[src/rtl/lab2_serial_word_tx.sv]
// Serial word transmitter: shifts a 4-bit word MSB-first on X, one bit per SCLK.
// Optional macro LAB2_TX_PARITY_EN appends an even-parity bit (5-bit frame).
module lab2_serial_word_tx #(
    parameter int DIV_HALF = 50_000_000
) (
    input  logic       clk100Mhz,
    input  logic       CLR,
    input  logic [3:0] D,
    input  logic       START,
    output logic       READY,
    output logic       SCLK,
    output logic       X,
    output logic       FRAME,
    output logic       DONE
);

    localparam int CW = (DIV_HALF > 1) ? $clog2(DIV_HALF) : 1;
    localparam logic [CW-1:0] CNT_MAX = CW'(DIV_HALF - 1);

`ifdef LAB2_TX_PARITY_EN
    typedef enum logic [1:0] {IDLE, ARM, SHIFT, PAR} state_t;
`else
    typedef enum logic [1:0] {IDLE, ARM, SHIFT} state_t;
`endif

    state_t        r_state;
    state_t        w_state_nxt;
    logic [CW-1:0] r_cnt;
    logic          r_sclk;
    logic [3:0]    r_sh;
    logic [3:0]    w_sh_nxt;
    logic [1:0]    r_bitcnt;
    logic [1:0]    w_bitcnt_nxt;
    logic          r_x;
    logic          w_x_nxt;
    logic          r_frame;
    logic          w_frame_nxt;
    logic          r_done;
    logic          w_done_nxt;
    logic          w_tick;
    logic          w_rise;
`ifdef LAB2_TX_PARITY_EN
    logic          r_par;
    logic          w_par_nxt;
`endif

    assign w_tick = (r_cnt == CNT_MAX);
    assign w_rise = w_tick & ~r_sclk;

    assign READY = (r_state == IDLE);
    assign SCLK  = r_sclk;
    assign X     = r_x;
    assign FRAME = r_frame;
    assign DONE  = r_done;

    // Free-running SCLK divider; never restarted by START.
    always_ff @(posedge clk100Mhz or negedge CLR) begin
        if (!CLR) begin
            r_cnt  <= '0;
            r_sclk <= 1'b0;
        end else if (w_tick) begin
            r_cnt  <= '0;
            r_sclk <= ~r_sclk;
        end else begin
            r_cnt  <= r_cnt + 1'b1;
        end
    end

    // State and datapath registers.
    always_ff @(posedge clk100Mhz or negedge CLR) begin
        if (!CLR) begin
            r_state  <= IDLE;
            r_sh     <= '0;
            r_bitcnt <= '0;
            r_x      <= 1'b0;
            r_frame  <= 1'b0;
            r_done   <= 1'b0;
`ifdef LAB2_TX_PARITY_EN
            r_par    <= 1'b0;
`endif
        end else begin
            r_state  <= w_state_nxt;
            r_sh     <= w_sh_nxt;
            r_bitcnt <= w_bitcnt_nxt;
            r_x      <= w_x_nxt;
            r_frame  <= w_frame_nxt;
            r_done   <= w_done_nxt;
`ifdef LAB2_TX_PARITY_EN
            r_par    <= w_par_nxt;
`endif
        end
    end

    // Next-state logic: bits change only on SCLK rise events.
    always_comb begin
        w_state_nxt  = r_state;
        w_sh_nxt     = r_sh;
        w_bitcnt_nxt = r_bitcnt;
        w_x_nxt      = r_x;
        w_frame_nxt  = r_frame;
        w_done_nxt   = 1'b0;
`ifdef LAB2_TX_PARITY_EN
        w_par_nxt    = r_par;
`endif
        unique case (r_state)
            IDLE: begin
                if (START) begin
                    w_sh_nxt     = D;
                    w_bitcnt_nxt = 2'd0;
`ifdef LAB2_TX_PARITY_EN
                    w_par_nxt    = ^D;
`endif
                    w_state_nxt  = ARM;
                end
            end
            ARM: begin
                if (w_rise) begin
                    w_x_nxt     = r_sh[3];
                    w_sh_nxt    = {r_sh[2:0], 1'b0};
                    w_frame_nxt = 1'b1;
                    w_state_nxt = SHIFT;
                end
            end
            SHIFT: begin
                if (w_rise) begin
                    w_frame_nxt = 1'b0;
                    if (r_bitcnt != 2'd3) begin
                        w_x_nxt      = r_sh[3];
                        w_sh_nxt     = {r_sh[2:0], 1'b0};
                        w_bitcnt_nxt = r_bitcnt + 2'd1;
                    end else begin
`ifdef LAB2_TX_PARITY_EN
                        w_x_nxt     = r_par;
                        w_state_nxt = PAR;
`else
                        w_x_nxt     = 1'b0;
                        w_done_nxt  = 1'b1;
                        w_state_nxt = IDLE;
`endif
                    end
                end
            end
`ifdef LAB2_TX_PARITY_EN
            PAR: begin
                if (w_rise) begin
                    w_x_nxt     = 1'b0;
                    w_done_nxt  = 1'b1;
                    w_state_nxt = IDLE;
                end
            end
`endif
            default: begin
                w_state_nxt = IDLE;
            end
        endcase
    end

endmodule

[config.mk]
export PLATFORM = sky130hd
export DESIGN_NAME = lab2_serial_word_tx
export DESIGN_NICKNAME = d
export VERILOG_FILES = /design/src/rtl/lab2_serial_word_tx.sv
export SDC_FILE = /design/constraint.sdc
export NUM_CORES = 1
export LEC_CHECK = 0
export BUFFER_PORTS_ARGS = -buffer_cell sky130_fd_sc_hd__buf_4
export CORE_ASPECT_RATIO = 2
export CORE_MARGIN = 2
export CORE_UTILIZATION = 55
export CTS_BUF_LIST = sky130_fd_sc_hd__clkbuf_2 sky130_fd_sc_hd__clkbuf_4 sky130_fd_sc_hd__clkbuf_8
export CTS_CLUSTER_DIAMETER = 80
export DETAILED_ROUTE_END_ITERATION = 12
export PLACE_DENSITY = 0.75
export REMOVE_ABC_BUFFERS = 1
export SYNTH_ARGS = -nofsm -noshare
export SYNTH_HDL_FRONTEND = slang
export SYNTH_SLANG_ARGS = --single-unit
[constraint.sdc]
create_clock -name clk100Mhz -period 4.7 [get_ports clk100Mhz]
set_input_delay 0.94 -clock clk100Mhz [delete_from_list [all_inputs] [get_ports clk100Mhz]]
set_output_delay 0.94 -clock clk100Mhz [all_outputs]
set_load 0.02 [all_outputs]
# Word-level counts from Yosys, hierarchy flattened
# Index checks and enable logic that the tools add are counted.
# word_totals
register_bits,38
latch_bits,0
ram_bits,0
mem_bits_ro,0
out_inout_bits,5
memories,0
# op_classes
addsub,2
mul,0
div_mod_pow,0
n_lt_le_gt_ge,0
n_eq_ne,9
shift,0
n_mux,25
n_bitwise,2
reduce_logical,8
# ops
operator,n
$add 26x1->26 const B,1
$eq 26x26->1 const B,1
$mux 26,1
$mux 4,4
$mux 2,7
$ne 2x2->1 const B,6
$pmux 4 s3,1
$mux 1,8
$reduce_and 4->1,2
$pmux 2 s3,1
$reduce_and 5->1,1
$pmux 1 s2,2
$pmux 2 s2,1
$reduce_bool 2->1,2
$reduce_and 3->1,1
$reduce_bool 3->1,1
$add 2x1->2 const B,1
$eq 2x1->1 const B,1
$eq 2x2->1 const B,1
$logic_not 2->1,1
$and 1x1->1,1
$not 1->1,1

# Longest topological paths before layout
# logic_depth
word_depth,4
depth_mapped,8
mapped_depth_nobuf,7

# Worst setup path after synthesis
# Ideal clock, no wire load.
# synth_path
path_type,flip-flop to flip-flop
start,reg r_cnt[10]
end,reg r_sh[0]
t_arrival_ns,2.078
t_required_ns,4.576
setup_slack_ns,2.498
path_stages_with_launch,6
period_less_slack_ns,2.202
path_cell_list,dfrtp_1 or4_4 or4_4 o41ai_4 a221o_1 nand3_1
# synth_via
elab_chain_cells,4
word_cells_on_any_way,5
classes_between,eq/ne: 3; bitwise: 1; reduce/logical: 1
# synth_rtl
element,line,source
from (decl),28,logic [CW-1:0] r_cnt;
from (signal assigned),65,r_cnt <= r_cnt + 1'b1;
$eq 26x26->1 (*),47,assign w_tick = (r_cnt == CNT_MAX);
$and 1x1->1 (*),48,assign w_rise = w_tick & ~r_sclk;
$ne 2x2->1 (no source line),--,
$reduce_and 5->1 (no source line) (*),--,
to (signal assigned),83,r_sh <= w_sh_nxt;
to (decl),30,logic [3:0] r_sh;
# Every way passes the cells marked *; elsewhere a longest branch is shown, timed or not.
# A chain may end at the register's enable or synchronous reset.

# Final worst setup path
# layout_path
start,reg r_cnt[10]
end,reg r_bitcnt[0]
# layout_via
elab_chain_cells,4
# layout_rtl
element,line,source
$eq 26x26->1,47,
$and 1x1->1,48,
$ne 2x2->1 (no source line),--,
$reduce_and 4->1 (no source line),--,
to (signal assigned),84,r_bitcnt <= w_bitcnt_nxt;
to (decl),32,logic [1:0] r_bitcnt;
# Every way passes these cells.

==> metrics.md <==
| Metric | Value |
|---|---|
| # diodes | `0` |
| Sequential cell area fraction in the yosys report | `45.1%` |
| PortBufs | `11` |
| Post-Syn Area per Cell | `9.90 µm²` |
| Netlist cell types | `43` |
| Rows | `31` |
| Drt pass-1 iters | `4` |
| CTS tree | `yes` |
| Register area | `951 µm²` |
| DIE AREA | `4380 µm²` |
| GPL Wtd Cong | `0.848` |
| Design area | `2320 µm²` |
| Hold Path Sink | `r_cnt[23]` |
| Post-CTS sizing | `0` |
| Max-slew violation count | `0` |
| Detailed Route WL | `4750 µm` |
| # setup viols final | `0` |
| # H-tree levels | `2` |
| Die Wd | `47.8 µm` |
| Minimum clock period after layout | `2.55 ns` |
| GRT Residual Overflow | `0` |
| Worst setup path startpoint | `r_cnt[10]` |
| Pin count of the biggest net entering global routing | `39` |
| CP Data Required Time | `4.89 ns` |
| CP Class | `reg2reg` |
| Fillers | `333` |
| 1st-iter DRT viols | `30` |
| Core area | `3650 µm²` |
| Die height | `91.6 µm` |
| CP delay by family, top | `simple AND/OR/NAND/NOR gates` |
| CTS Sinks | `38` |
| Yosys reg bits | `38` |
| Post-synth EDFFs | `0` |
| Slack of the worst reg-to-reg path | `2.15 ns` |
| Max Freq | `392 MHz` |
| Io pins | `12` |
| Synthesized cell area | `2110 µm²` |
| Synth Flop Type | `dfrtp_1` |
| Clk Latency, worst-skew pair | `0.30 ns` |
| Buffers & Inverters on Critical Path | `0` |
| CTS Root Cell | `clkbuf_8` |
| Placed Area | `2220 µm²` |
| Cell-by-cell listing of the critical path | `or4_4 > nor4_1 > and2_1 > a22oi_1 > a221o_1` |
| Max cap viols | `0` |
| Initial antenna violation count | `0` |
| Total Routing Usage GR | `25.8%` |
| Multi-input gate area | `1100 µm²` |
| Vias in the first global route | `1827` |
| First-pass GRT wire length | `8050 µm` |
| Crit end category | `flop` |
| PnR worst setup slack | `2.15 ns` |
| CTS clk-pin slew, worst paths | `0.08 ns` |
| FF-to-FF End | `r_bitcnt[0]` |
| Vias per cell | `6.07` |
| Clock Path Buffers | `2` |
| DP Worst Slack | `2.17 ns` |
| VDD IR-drop max | `321 µV` |
| Least-Margin Pin Slew | `1.08 ns` |
| Final #Nets | `236` |
| Hold-fix buffers at CTS | `0` |
| Max-Slew Margin vs Limit | `27.5%` |
| RR Startpoint | `r_cnt[10]` |
| Routed len/inst | `17.4 µm` |
| CP max stage cell | `or4_4` |
| YS warnings | `0` |
| Share of layout cells above drive strength 1 | `14.7%` |
| Initial Util | `57.9%` |
| Hold Crit Depth | `1` |
| Hold Path Class | `reg2reg` |
| CP peak stage delay | `0.56 ns` |
| Final ANT Viol Nets | `0` |
| Worst Path Max Fanout | `14` |
| Power per cell area | `347 nW/µm²` |
| Post-DP HPWL | `3530 µm` |
| Worst-case clock skew | `0.00770 ns` |
| Setup TNS | `0 ns` |
| Endpoints failing hold | `0` |
| Pleak | `0.00102 µW` |
| Setup bufs post-CTS | `0` |
| FF-to-FF path depth | `5` |
| Final period util | `54.2%` |
| Hold Startpoint | `r_cnt[23]` |
| RSZ-0062 raised after global routing | `no` |
| Cts bufs inserted | `5` |
| DRC | `0` |
| Arr. time, crit path | `2.73 ns` |
| Post-synth ARST share | `100%` |
| Status | `finished, final reports clean` |
| Vias post-DR | `1656` |
| Critical Path Source Type | `flop` |
| Cells after synthesis | `213` |
| Layout area overhead | `9.79%` |
how the worst max path moves through the flow:
stage | end | slack, ns | cells past startpoint
after detailed placement | r_bitcnt[0] | 2.17 | 5
after floorplan | r_cnt[23] | 2.43 | 5
after CTS | r_bitcnt[0] | 2.17 | 5
after global routing | r_bitcnt[0] | 1.93 | 5
final | r_bitcnt[0] | 2.15 | 5
after global placement | r_cnt[23] | 2.25 | 5
report_power, final:
part           switching [µW]  leakage [µW]  internal (µW)
Sequential               16.2      0.000505            348
Clock                     117     0.0000517            124
Combinational             111      0.000462           87.3
Yosys cell counts, drive strengths merged (4+ instances only):
library cell  number  area (µm²)
inv                6        22.5
nor4               7        58.8
ha                 6        75.1
nor3              13        65.1
xor2               8        70.1
clkbuf             6        22.5
nor2b              4        25.0
nand3             11        55.1
nor2              29         109
a21oi              5        25.0
nand4              8        50.1
nand2             13        48.8
dfrtp             38         951
xnor2             16         140
logic make-up (layout without fill, tap and decap cells):
family / count (synthesis) / after routing / share of synthesized area (%)
AND/OR/NAND/NOR: 106 / 106 / 28.1
AO/OA/AOI/OAI: 21 / 21 / 8.60
XOR/XNOR: 24 / 24 / 9.96
adder cells (fa/ha/maj): 6 / 6 / 3.56
flip-flops: 38 / 38 / 45.1
buffers and inverters: 14 / 25 / 2.61
multiplexers: 4 / 4 / 2.08
cell type report:
| type | count | area share (%) |
|---|---|---|
| Clock buffer | 7 | 3.89 |
| Clock inverter | 1 | 0.216 |
| Tap cell | 49 | 2.65 |
| Timing Repair Buffer | 11 | 3.57 |
| Multi-Input combinational cell | 161 | 47.7 |
| Sequential cell | 38 | 41.1 |
| Inverter | 6 | 0.972 |
layer usage:
layer | GRT usage [%] | vias up | routed length (µm)
met5 | 0 | - | 0
met4 | 18.7 | 0 | 270
met3 | 3.18 | 22 | 116
met2 | 43.2 | 46 | 2680
met1 | 26.5 | 812 | 1690
li1 | - | 776 | -
stage by stage:
stage          power [µW]  std cells  utilization (%)  hold slack [ns]
6_report              803        273             63.5            0.486
5_1_grt               840        273             63.5            0.507
4_1_cts               804        273             63.5            0.490
3_5_place_dp          565        265             60.9            0.483
3_3_place_gp          550        265             60.9            0.471
2_1_floorplan         508        205                -            0.447
sequential cells by signal (all words and copies together) (netlist names):
signal	count
r_sh	4
DONE	1
X	1
SCLK	1
FRAME	1
r_state	2
r_cnt	26
r_bitcnt	2
placed cells by master (no fill, tap or decap), types with 4 or more instances in the layout:
cell	instances
clkbuf_8	6
nor4_1	6
nand2_1	13
nand4_1	8
nand3_1	11
nor2b_1	4
xor2_1	8
a21oi_1	5
inv_1	6
nor3_1	13
xnor2_1	16
ha_1	6
nor2_1	29
buf_4	11
dfrtp_1	38
Power figures use the tool's default switching activity.
